<file path="src/rtl/trig_series_pkg.sv">
// Shared constants, types and Q2.16 Taylor coefficient tables for the trig series engine.
// Term k of either series multiplies x^(2k+1).
package trig_series_pkg;

  localparam int COEF_FRAC = 16;
  localparam int COEF_W    = 18;
  localparam int MAX_TERMS = 8;
  localparam int K_W       = $clog2(MAX_TERMS);
  localparam int B_FRAC    = COEF_W - 1;

  typedef enum logic [2:0] {
    IDLE,
    SQR,
    MAC,
    POW,
    DONE
  } state_e;

  typedef enum logic {
    MODE_TAN = 1'b0,
    MODE_SIN = 1'b1
  } mode_e;

  typedef logic signed [COEF_W-1:0] coef_t;

  // Nearest Q2.16 value of each series coefficient.
  localparam coef_t TAN_COEF [MAX_TERMS] = '{
    18'sd65536, 18'sd21845, 18'sd8738, 18'sd3537,
    18'sd1433,  18'sd581,   18'sd235,  18'sd95
  };

  localparam coef_t SIN_COEF [MAX_TERMS] = '{
    18'sd65536, -18'sd10923, 18'sd546, -18'sd13,
    18'sd0,     18'sd0,      18'sd0,   18'sd0
  };

endpackage

</file>
<file path="src/rtl/trig_coef_rom.sv">
// Combinational coefficient lookup: (mode, term index) -> signed Q2.16 coefficient.
module trig_coef_rom
  import trig_series_pkg::*;
(
  input  logic                     i_mode,
  input  logic [K_W-1:0]           i_k,
  output logic signed [COEF_W-1:0] o_coef
);

  // NOTE: every always_comb output gets a default first, so no path infers a latch.
  always_comb begin
    o_coef = TAN_COEF[i_k];
    if (mode_e'(i_mode) == MODE_SIN) begin
      o_coef = SIN_COEF[i_k];
    end
  end

endmodule

</file>
<file path="src/rtl/trig_series_engine.sv">
// Iterative fixed-point Taylor evaluator of tan(x) or sin(x), x in [0,1), using one shared
// multiplier; a start/busy/ready slave beside the datapath.
module trig_series_engine
  import trig_series_pkg::*;
#(
  parameter int WIDTH   = 16,
  parameter int N_TERMS = 8,
  parameter int GUARD   = 4
) (
  input  logic             clk,
  input  logic             rst,
  input  logic             start,
  input  logic             mode,
  input  logic [WIDTH-1:0] x,
  output logic             busy,
  output logic             ready,
  output logic [WIDTH:0]   y
);

  localparam int FW    = WIDTH + GUARD;
  localparam int ACC_W = FW + 2;
  localparam int PW    = FW + COEF_W + 1;
  localparam int RW    = ACC_W + 1 - GUARD;

  localparam logic [K_W-1:0]       K_LAST   = K_W'(N_TERMS - 1);
  localparam logic [WIDTH:0]       Y_MAX    = '1;
  localparam logic signed [ACC_W:0] RND_HALF = (ACC_W + 1)'(1 << (GUARD - 1));

  if (N_TERMS < 1 || N_TERMS > MAX_TERMS) begin : g_bad_terms
    $error("trig_series_engine: N_TERMS must be in 1..8");
  end
  if (GUARD < 1 || WIDTH < 1) begin : g_bad_width
    $error("trig_series_engine: WIDTH and GUARD must be at least 1");
  end

  state_e                   r_state;
  state_e                   w_state_next;
  mode_e                    r_mode;
  logic [FW-1:0]            r_p;
  logic [FW-1:0]            r_x2;
  logic signed [ACC_W-1:0]  r_acc;
  logic [K_W-1:0]           r_k;
  logic                     r_busy;
  logic                     r_ready;
  logic [WIDTH:0]           r_y;

  logic signed [COEF_W-1:0] w_coef;
  logic [FW-1:0]            w_b_src;
  logic [FW+B_FRAC-1:0]     w_b_wide;
  logic signed [COEF_W-1:0] w_mul_b;
  logic signed [PW-1:0]     w_mul_a_ext;
  logic signed [PW-1:0]     w_mul_b_ext;
  logic signed [PW-1:0]     w_prod;
  logic signed [ACC_W-1:0]  w_mac_term;
  logic [FW-1:0]            w_pow_term;
  logic signed [ACC_W:0]    w_acc_rnd;
  logic signed [RW-1:0]     w_rnd;
  logic [WIDTH:0]           w_y_sat;
  logic                     w_unused;

  trig_coef_rom u_coef_rom (
    .i_mode (r_mode),
    .i_k    (r_k),
    .o_coef (w_coef)
  );

  // NOTE: sequential state uses non-blocking assignments so every register sees pre-edge values.
  always_ff @(posedge clk) begin
    if (rst) begin
      r_state <= IDLE;
    end else begin
      r_state <= w_state_next;
    end
  end

  always_comb begin
    w_state_next = r_state;
    unique case (r_state)
      IDLE:    if (start) w_state_next = SQR;
      SQR:     w_state_next = MAC;
      MAC:     w_state_next = POW;
      POW:     w_state_next = (r_k == K_LAST) ? DONE : MAC;
      DONE:    w_state_next = IDLE;
      default: w_state_next = IDLE;
    endcase
  end

  // Operand A is always p; the coefficient port carries a coefficient (MAC) or a
  // top-aligned unsigned Q0.17 copy of p (SQR, p still holds x) or x2 (POW).
  assign w_b_src     = (r_state == SQR) ? r_p : r_x2;
  assign w_b_wide    = {w_b_src, {B_FRAC{1'b0}}};
  assign w_mul_b     = (r_state == MAC) ? w_coef
                                        : $signed({1'b0, w_b_wide[FW+B_FRAC-1 -: B_FRAC]});
  assign w_mul_a_ext = PW'($signed({1'b0, r_p}));
  assign w_mul_b_ext = PW'(w_mul_b);
  assign w_prod      = w_mul_a_ext * w_mul_b_ext;

  assign w_mac_term  = w_prod[COEF_FRAC +: ACC_W];
  assign w_pow_term  = w_prod[B_FRAC +: FW];

  // Round half up onto WIDTH fraction bits, then clamp into the unsigned Q1.WIDTH range.
  assign w_acc_rnd = {r_acc[ACC_W-1], r_acc} + RND_HALF;
  assign w_rnd     = w_acc_rnd[ACC_W:GUARD];

  always_comb begin
    w_y_sat = w_rnd[WIDTH:0];
    if (w_rnd[RW-1]) begin
      w_y_sat = '0;
    end else if (w_rnd[RW-2]) begin
      w_y_sat = Y_MAX;
    end
  end

  always_ff @(posedge clk) begin
    if (rst) begin
      r_mode  <= MODE_TAN;
      r_p     <= '0;
      r_x2    <= '0;
      r_acc   <= '0;
      r_k     <= '0;
      r_busy  <= 1'b0;
      r_ready <= 1'b0;
      r_y     <= '0;
    end else begin
      r_ready <= 1'b0;
      unique case (r_state)
        IDLE: begin
          if (start) begin
            r_mode <= mode_e'(mode);
            r_p    <= {x, {GUARD{1'b0}}};
            r_acc  <= '0;
            r_k    <= '0;
            r_busy <= 1'b1;
          end
        end
        SQR: r_x2 <= w_pow_term;
        MAC: r_acc <= r_acc + w_mac_term;
        POW: begin
          r_p <= w_pow_term;
          r_k <= r_k + K_W'(1);
        end
        DONE: begin
          r_y     <= w_y_sat;
          r_ready <= 1'b1;
          r_busy  <= 1'b0;
        end
        default: ;
      endcase
    end
  end

  assign busy  = r_busy;
  assign ready = r_ready;
  assign y     = r_y;

  assign w_unused = ^{w_prod[COEF_FRAC-1:0], w_prod[PW-1:COEF_FRAC+ACC_W],
                      w_b_wide[FW-1:0], w_acc_rnd[GUARD-1:0]};

endmodule
</file>
<file path="config.mk">
export PLATFORM = sky130hd
export DESIGN_NAME = trig_series_engine
export DESIGN_NICKNAME = d
export VERILOG_FILES = /design/src/rtl/trig_series_pkg.sv /design/src/rtl/trig_coef_rom.sv /design/src/rtl/trig_series_engine.sv
export SDC_FILE = /design/constraint.sdc
export NUM_CORES = 1
export LEC_CHECK = 0
export ABC_AREA = 1
export BUFFER_PORTS_ARGS = -buffer_cell sky130_fd_sc_hd__buf_2
export CORE_MARGIN = 4
export CORE_UTILIZATION = 30
export CTS_CLUSTER_DIAMETER = 50
export DETAILED_ROUTE_END_ITERATION = 6
export GPL_ROUTABILITY_DRIVEN = 0
export GPL_TIMING_DRIVEN = 0
export SYNTH_ARGS = -nofsm -noshare
export SYNTH_HDL_FRONTEND = slang
export SYNTH_SLANG_ARGS = --single-unit
</file>
<file path="constraint.sdc">
create_clock -name clk -period 19.08 [get_ports clk]
set_clock_uncertainty 0.15 [all_clocks]
set_input_delay 0.954 -clock clk [delete_from_list [all_inputs] [get_ports clk]]
set_output_delay 0.954 -clock clk [all_outputs]
set_load 0.02 [all_outputs]
</file>
==> impl_metrics.yaml, run 1 <==
power:
  peakVddDrop_uv: 45.1
  finalPower_mw: 1.00
  p_leak_nw: 8.86
  p_per_area_mw_per_mm2: 55.0
cts:
  cts_tree: "yes"
  clock-root-buffer: "clkbuf_16"
  cts_buffers: 9
  clk_pin_slew_ns: 0.07
  cts_hold_buf: 0
  worstSkewPairLatency_ns: 0.36
  clk_path_buf_depth: 2
  cts.sinks: 85
  post_cts_buffers: 0
  cts_max_level: 3
  cts-resized-gates: 0
floorplanning:
  io_pins: 39
  die_y_um: 244
  core_area_mm2: 0.0552
  rows: 86
  die_area_mm2: 0.0597
  initial_core_util: 0.303
  die_w_um: 244
critical_path:
  cpMaxStageDelayCell: "clkbuf_1"
  rrSetupSlack_ns: 8.60
  cp.arrival_ns: 10.56
  reg2reg_from: "r_state[1]"
  crit_path_start: "r_state[1]"
  cp.required_ns: 19.16
  cp_slowest_stage_delay_ns: 0.54
  critPathKind: "register to register"
  path_max_fanout: 10
  crit_top_cell: "nand2_1"
  start_kind: "register"
  reg2reg_to: "r_acc[20]"
  endpoint_kind: "register"
  rr_worst_depth: 40
place:
  io_buffers: 37
  hpwl_um: 43600
  dpl_worst_slack_ns: 8.92
finish:
  syn_to_final_growth_pct: 8.51
  layout.nets: 2763
  layout_commonest_cell: "nand2_1"
  layout-drive-gt1-share: 0.0339
  final_util: 0.329
  multi_input_area_mm2: 0.0129
  layout_common_cells: "nand2_1 (482), inv_1 (478), fa_1 (288), nor2_1 (224), a21oi_1 (163)"
  antenna_cells: 0
  n_fill_cell: 6009
  seq_area_mm2: 0.00170
worst_hold_path:
  hold_start: "y[6]"
  hold_depth: 2
  hold_path_end: "y[6]"
  hold_path_class: "register to register"
logic_synthesis:
  ys_types: 40
  synth_flop_cell: "dfxtp_1"
  synthCells: 2248
  synth-seq-cells: 85
  synth-async-reset-ratio: 0
  ys_warn_count: 0
  synth_area_mm2: 0.0168
  synth-seq-area-share: 0.102
  syn-num-nets: 2715
  synth_enable_flop_cells: 0
  syn_area_per_cell_um2: 7.45
sta:
  tns_ns: 0
  finalHoldViolations: 0
  drv_slew: 0
  layout_setup_ws_ns: 8.60
  slew_headroom: 0.397
  fin_crit_ns: 10.48
  rsz0062_at_grt: "false"
  period_share: 0.550
  fmax_mhz: 95.4
  worstMarginPinSlew_ns: 0.905
  setup_violations: 0
global_route:
  grt_overflow: 0
  grt_pass1_vias: 14600
  track_usage: 0.179
  grt_max_degree: 17
  antenna_found_initial: 0
  grt_pass1_wl_um: 83400
routing:
  vias_per_cell: 4.79
  vias: 14600
  routed_wl_um: 52800
  drt-initial-drc-count: 1227
  wl_per_cell_um: 17.3
  ant_nets: 0
  drcViolationCount: 0
  firstDrtPassIters: 5
status:
  outcome: "finished clean"
job:
  maxCapViolations: 0
==> sequential cells by signal, summed over array words and instances, names as in the netlist <==
signal   flops
ready        1
busy         1
r_x2        17
y           17
r_p         20
r_acc       22
r_k          3
r_state      3
r_mode       1
==> worst max-delay path, delay by kind of cell, from the launching register on <==
kind	cells	cell delay (ns)
AO/OA/AOI/OAI	8	1.24
adder cells (fa/ha/maj)	8	3.74
buffers and inverters	9	1.82
flip-flops	1	0.33
AND/OR/NAND/NOR	15	3.06
==> worst max-delay path by stage <==
stage | endpoint | slack [ns] | cells after the start
after floorplan | r_acc[20] | 11.15 | 39
after global placement | r_acc[20] | 8.83 | 40
after detailed placement | r_acc[20] | 8.92 | 40
after CTS | r_acc[20] | 8.86 | 40
after global routing | r_acc[20] | 8.17 | 40
final | r_acc[20] | 8.60 | 40
==> cell usage after synthesis (2+ instances only) <==
library cell | instances | area, um2
nand2_1 | 482 | 1810
inv_1 | 478 | 1790
fa_1 | 288 | 5770
nor2_1 | 224 | 841
a21oi_1 | 163 | 816
ha_1 | 159 | 1990
dfxtp_1 | 85 | 1700
o21ai_0 | 84 | 420
clkbuf_1 | 71 | 267
nand3_1 | 61 | 305
xor2_1 | 23 | 201
clkinv_1 | 18 | 67.6
o211ai_1 | 18 | 135
nor3_1 | 17 | 85.1
a31oi_1 | 11 | 68.8
nand4_1 | 7 | 43.8
or2_2 | 7 | 43.8
nor4_1 | 6 | 37.5
and2_1 | 5 | 31.3
nand2_2 | 4 | 25.0
xnor2_1 | 4 | 35.0
nor3_4 | 3 | 48.8
o21a_1 | 3 | 22.5
o21ai_1 | 3 | 15.0
a21oi_2 | 2 | 17.5
and3_1 | 2 | 12.5
buf_1 | 2 | 7.51
buf_2 | 2 | 10.0
nand3b_1 | 2 | 15.0
nor2_2 | 2 | 12.5
o21bai_1 | 2 | 15.0
o31ai_1 | 2 | 15.0
==> where the power goes <==
group | leakage (nW) | switching, mW | internal, mW
logic | 8.02 | 0.432 | 0.182
clock network | 0.151 | 0.0851 | 0.104
registers | 0.689 | 0.00832 | 0.189
total | 8.86 | 0.526 | 0.474
==> routing by layer <==
metal | GRT usage | part of all wire | up-vias
li1 | - | - | 6925
met1 | 0.240 | 0.43 | 7089
met2 | 0.293 | 0.46 | 492
met3 | 0.0272 | 0.069 | 111
met4 | 0.0678 | 0.041 | 0
met5 | 0 | 0 | -
==> logic make-up after synthesis <==
| logic type | Yosys count | synth area share |
|---|---|---|
| AO/OA/AOI/OAI | 292 | 0.0928 |
| AND/OR/NAND/NOR | 824 | 0.200 |
| XOR/XNOR | 27 | 0.0141 |
| adder cells (fa/ha/maj) | 447 | 0.463 |
| buffers and inverters | 573 | 0.129 |
| flip-flops | 85 | 0.102 |
==> through the flow <==
stage / cell area (um2) / std cells / hold slack (ns)
2_1_floorplan: 16800 / 2248 / 0.295
3_3_place_gp: 17900 / 3033 / 0.300
3_5_place_dp: 17900 / 3033 / 0.302
4_1_cts: 18200 / 3049 / 0.313
5_1_grt: 18200 / 3049 / 0.329
6_report: 18200 / 3049 / 0.313
==> final cells by class <==
class	count	share of cell area
clock inverters	7	0.00434
clock buffers	9	0.0124
flip-flops and latches	85	0.0936
inverters	497	0.103
multi-input cells	1590	0.709
repair buffers	37	0.0102
well taps	748	0.0515
plain buffers	76	0.0162
Note: power is estimated with default switching activity, not from simulation.
==> inputs of run 2 (changes only) <==
Clock period 19.08 ns to 10.38 ns, I/O delays scaled along.
==> run 2 against run 1 <==
  * Utilization is 0.052 points higher
  * Fmax is 5.6% higher
  * Register-to-register slack worse by 8.1 ns
  * Die area stayed put
  * Global-route usage stayed put
  * Sequential power increased by 84%
==> impl_metrics.yaml, run 2 (synthesis results as in run 1) <==
status:
  outcome: "finished clean"
place:
  io_buffers: 37
  dpl.cell_count: 3033
  hpwl_um: 43600
  placed_area_mm2: 0.0179
power:
  peakVddDrop_uv: 82.6
  p_leak_nw: 8.85
  p_per_area_mw_per_mm2: 101
  finalPower_mw: 1.84
critical_path:
  crit_top_cell: "nand2_1"
  endpoint_kind: "register"
  start_kind: "register"
  cp_slowest_stage_delay_ns: 0.61
  path_max_fanout: 10
  cpMaxStageDelayCell: "clkbuf_1"
  critPathKind: "register to register"
  cp.required_ns: 10.46
  cp.arrival_ns: 10.01
  rr_worst_depth: 38
finish:
  antenna_cells: 0
  syn_to_final_growth_pct: 8.68
  layout_commonest_cell: "nand2_1"
  final_cell_count_no_fill: 3049
  fin_area_mm2: 0.0182
  top_register: "r_acc"
  layout-drive-gt1-share: 0.0382
  final_util: 0.330
  reg_top3: "r_acc: 22 flops, r_p: 20 flops"
  layout.nets: 2763
  largest_reg_flops: 22
  layout_common_cells: "nand2_1 (481), inv_1 (475), fa_1 (288), nor2_1 (224), a21oi_1 (163)"
floorplanning:
  rows: 86
  io_pins: 39
  core_area_mm2: 0.0552
  initial_core_util: 0.303
  die_area_mm2: 0.0597
  die_y_um: 244
  die_w_um: 244
global_route:
  grt_overflow: 0
  grt_pass1_vias: 14600
  track_usage: 0.179
  antenna_found_initial: 0
  grt_max_degree: 17
  grt_pass1_wl_um: 83400
cts:
  cts_max_level: 3
  clk_pin_slew_ns: 0.07
  clock-root-buffer: "clkbuf_16"
  clk_path_buf_depth: 2
  cts_tree: "yes"
  cts.sinks: 85
  worstSkewPairLatency_ns: 0.36
  cts_buffers: 9
routing:
  firstDrtPassIters: 5
  vias_per_cell: 4.77
  routed_wl_um: 52800
  wl_per_cell_um: 17.3
  vias: 14600
  ant_nets: 0
  drt-initial-drc-count: 1204
  drcViolationCount: 0
sta:
  period_share: 0.957
  tns_ns: 0
  setup_violations: 0
  fmax_mhz: 101
  finalHoldViolations: 0
  fin_crit_ns: 9.93
  worstMarginPinSlew_ns: 0.907
  slew_headroom: 0.395
  drv_slew: 0
  rsz0062_at_grt: "false"
worst_hold_path:
  hold_depth: 2
  hold_path_class: "register to register"
job:
  maxCapViolations: 0
[run 2: cell count changes in the layout (fill, tap and decap cells not counted)]
cell and delta:
nand2_1 -1, buf_4 +3, nand2_2 +1, inv_1 -3, clkbuf_2 +3, clkinvlp_4 +3, clkbuf_1 -6
[run 2: path summary, 6_finish.rpt]
path | slack, ns | start | endpoint
setup / recovery | 0.45 | r_state[2] | r_acc[20]
hold / removal | 0.31 | y[6] | y[6]
setup reg to reg | 0.45 | r_state[2] | r_acc[20]
hold reg to reg | 0.31 | y[6] | y[6]
[run 2: metrics by stage]
stage / setup WS, ns / hold slack [ns]
3_3_place_gp: 0.127 / 0.300
5_1_grt: 0.0320 / 0.329
4_1_cts: 0.157 / 0.313
2_1_floorplan: 2.45 / 0.295
3_5_place_dp: 0.224 / 0.302
6_report: 0.448 / 0.313
[run 2: cell type report]
type	count	area (um2)
clock inverters	7	78.8
repair buffers	40	208
clock buffers	9	225
fillers	6004	37000
well taps	748	936
flip-flops and latches	85	1700
inverters	497	1880
plain buffers	73	288
multi-input cells	1590	12900
[run 2: critical path: cells and delay by family, from the launching register on]
family	cells	cell delay, ns
adder cells (fa/ha/maj)	8	3.75
AND/OR/NAND/NOR	15	2.96
buffers and inverters	7	1.32
AO/OA/AOI/OAI	8	1.26
flip-flops	1	0.33
[run 2: per-layer routing]
layer,track usage,vias up,part of all wire
met3,0.0272,107,0.063
met4,0.0678,0,0.040
li1,-,6918,-
met1,0.240,7057,0.44
met5,0,-,0
met2,0.293,471,0.46
[run 2: what timing repair did]
action                                  4_1_cts  5_1_grt
resized for setup                             0       10
setup buffers                                 0        3
endpoints found under the setup margin        0       12
hold buffers                                  0        0
[run 2: where the power goes]
part | switching, mW | total, mW | leakage [nW] | internal (mW)
clock | 0.155 | 0.345 | 0.151 | 0.190
combinational | 0.796 | 1.13 | 8.01 | 0.337
sequential | 0.0153 | 0.363 | 0.689 | 0.347
==> inputs of run 3 (changes only) <==
Settings changed: BUFFER_PORTS_ARGS -buffer_cell sky130_fd_sc_hd__buf_2 to not set, CORE_UTILIZATION 30 to 50, DONT_BUFFER_PORTS set to 1.
==> run 3 against run 2 <==
  * Via count is 1.4% higher
  * Sequential power is essentially flat
  * Sequential share of layout area grew 0.29 points
  * Die area fell by 39%
  * Sequential cell count unchanged
  * Power increased by 0.52%
  * Non-clock buffer count is 40 lower
  * Global-route usage increased by 12 points
==> impl_metrics.yaml, run 3 (synthesis results as in run 1) <==
status:
  outcome: "finished clean"
finish:
  layout_common_cells: "nand2_1 (480), inv_1 (474), fa_1 (288), nor2_1 (224), a21oi_1 (163)"
  layout_commonest_cell: "nand2_1"
  antenna_cells: 0
  largest_reg_flops: 22
  reg_top3: "r_acc: 22 flops, r_p: 20 flops"
  fin_area_mm2: 0.0177
  layout.nets: 2723
  layout-drive-gt1-share: 0.0239
  top_register: "r_acc"
  syn_to_final_growth_pct: 5.40
  final_util: 0.539
place:
  hpwl_um: 43900
  io_buffers: 0
  placed_area_mm2: 0.0173
routing:
  ant_nets: 0
  drcViolationCount: 0
  routed_wl_um: 53300
  firstDrtPassIters: 6
  wl_per_cell_um: 19.7
  vias_per_cell: 5.46
  drt-initial-drc-count: 1197
  vias: 14800
critical_path:
  rrSetupSlack_ns: 0.57
  crit_path_start: "r_state[2]"
  crit_buf_inv: 8
  rr_worst_depth: 39
  path_depth: 39
  cpMaxStageDelayCell: "buf_1"
  cp_slowest_stage_delay_ns: 0.65
  reg2reg_from: "r_state[2]"
  crit_family: "adder cells"
  cp.required_ns: 10.51
  path_max_fanout: 10
  critPathKind: "register to register"
  crit_top_cell: "nand2_1"
  cp.arrival_ns: 9.94
  reg2reg_to: "r_acc[21]"
  endpoint_kind: "register"
  cp-endpoint: "r_acc[21]"
  start_kind: "register"
floorplanning:
  rows: 66
  die_w_um: 191
  io_pins: 39
  core_area_mm2: 0.0328
  die_area_mm2: 0.0365
  initial_core_util: 0.511
  die_y_um: 191
sta:
  period_share: 0.945
  fin_crit_ns: 9.81
  worstMarginPinSlew_ns: 1.06
  drv_slew: 0
  slew_headroom: 0.296
  setup_violations: 0
  rsz0062_at_grt: "false"
  tns_ns: 0
  fmax_mhz: 102
  finalHoldViolations: 0
global_route:
  track_usage: 0.302
  met3_usage: 0.0754
  grt_use_met2: 0.471
  grt_max_degree: 16
  grt_pass1_vias: 14900
  grt_overflow: 0
  use_met1: 0.408
  grt_busiest_layer: "met2"
  antenna_found_initial: 0
  grt_pass1_wl_um: 83600
cts:
  cts_max_level: 3
  clk_path_buf_depth: 2
  cts_hold_buf: 0
  cts_tree: "yes"
  clk_pin_slew_ns: 0.07
  cts_buffers: 9
  clock-root-buffer: "clkbuf_16"
  cts.sinks: 85
  worstSkewPairLatency_ns: 0.36
power:
  peakVddDrop_uv: 90.0
  p_leak_nw: 8.66
  p_per_area_mw_per_mm2: 105
job:
  maxCapViolations: 0
worst_hold_path:
  hold_path_class: "input pin to register"
==> run 3: cell count changes in the layout (fill, tap and decap cells not counted), moves of 2 or more <==
cell | previous run | this run
buf_4 | 3 | 0
buf_2 | 39 | 2
clkinvlp_4 | 3 | 5
clkbuf_2 | 3 | 6
clkbuf_1 | 65 | 62
nor4_2 | 0 | 2
nor4_1 | 6 | 4
inv_6 | 4 | 2
==> run 3: layer usage <==
layer / wire, um / vias to the layer above / part of all wire
li1: - / 6835 / -
met1: 22400 / 7202 / 0.42
met2: 23400 / 599 / 0.44
met3: 4980 / 125 / 0.093
met4: 2560 / 0 / 0.048
met5: 0 / - / 0
==> run 3: what timing repair did <==
item / 4_1_cts / 5_1_grt
setup endpoints to repair: 0 / 9
hold endpoints to repair: 0 / 0
buffers inserted: 0 / 0
resized for setup: 0 / 21
==> run 3: worst min-delay path by stage <==
stage	slack, ns	to	depth (start not counted)	startpoint
finish	0.18	r_p[4]	2	x[0]
global placement	0.31	r_x2[5]	2	r_x2[5]
CTS	0.17	r_p[4]	2	x[0]
detailed placement	0.31	r_acc[0]	2	r_acc[0]
floorplan	0.30	r_acc[0]	2	r_acc[0]
global route	0.17	r_p[4]	2	x[0]
==> run 3: layout make-up <==
cell class / count / area (um2)
Buffer: 73 / 292
Clock buffer: 10 / 229
Clock inverter: 6 / 93.8
Fill cell: 3282 / 15100
Inverter: 497 / 1880
Multi-Input combinational cell: 1590 / 12900
Sequential cell: 85 / 1700
Tap cell: 442 / 553
==> run 3: where the power goes <==
| group | internal, mW | switching, mW | total [mW] | leakage, nW |
|---|---|---|---|---|
| clock | 0.213 | 0.152 | 0.365 | 0.154 |
| combinational | 0.327 | 0.795 | 1.12 | 7.82 |
| sequential | 0.347 | 0.0159 | 0.363 | 0.689 |
| total | 0.888 | 0.962 | 1.85 | 8.66 |
==> run 3: metrics by stage <==
step / cells / setup WS (ns) / power [mW] / hold WS [ns]
floorplan: 2248 / 2.45 / 1.10 / 0.295
global placement: 2690 / 0.342 / 1.46 / 0.311
detailed placement: 2690 / 0.288 / 1.47 / 0.312
CTS: 2706 / 0.235 / 1.84 / 0.171
global route: 2703 / 0.000680 / 2.00 / 0.174
finish: 2703 / 0.574 / 1.85 / 0.182
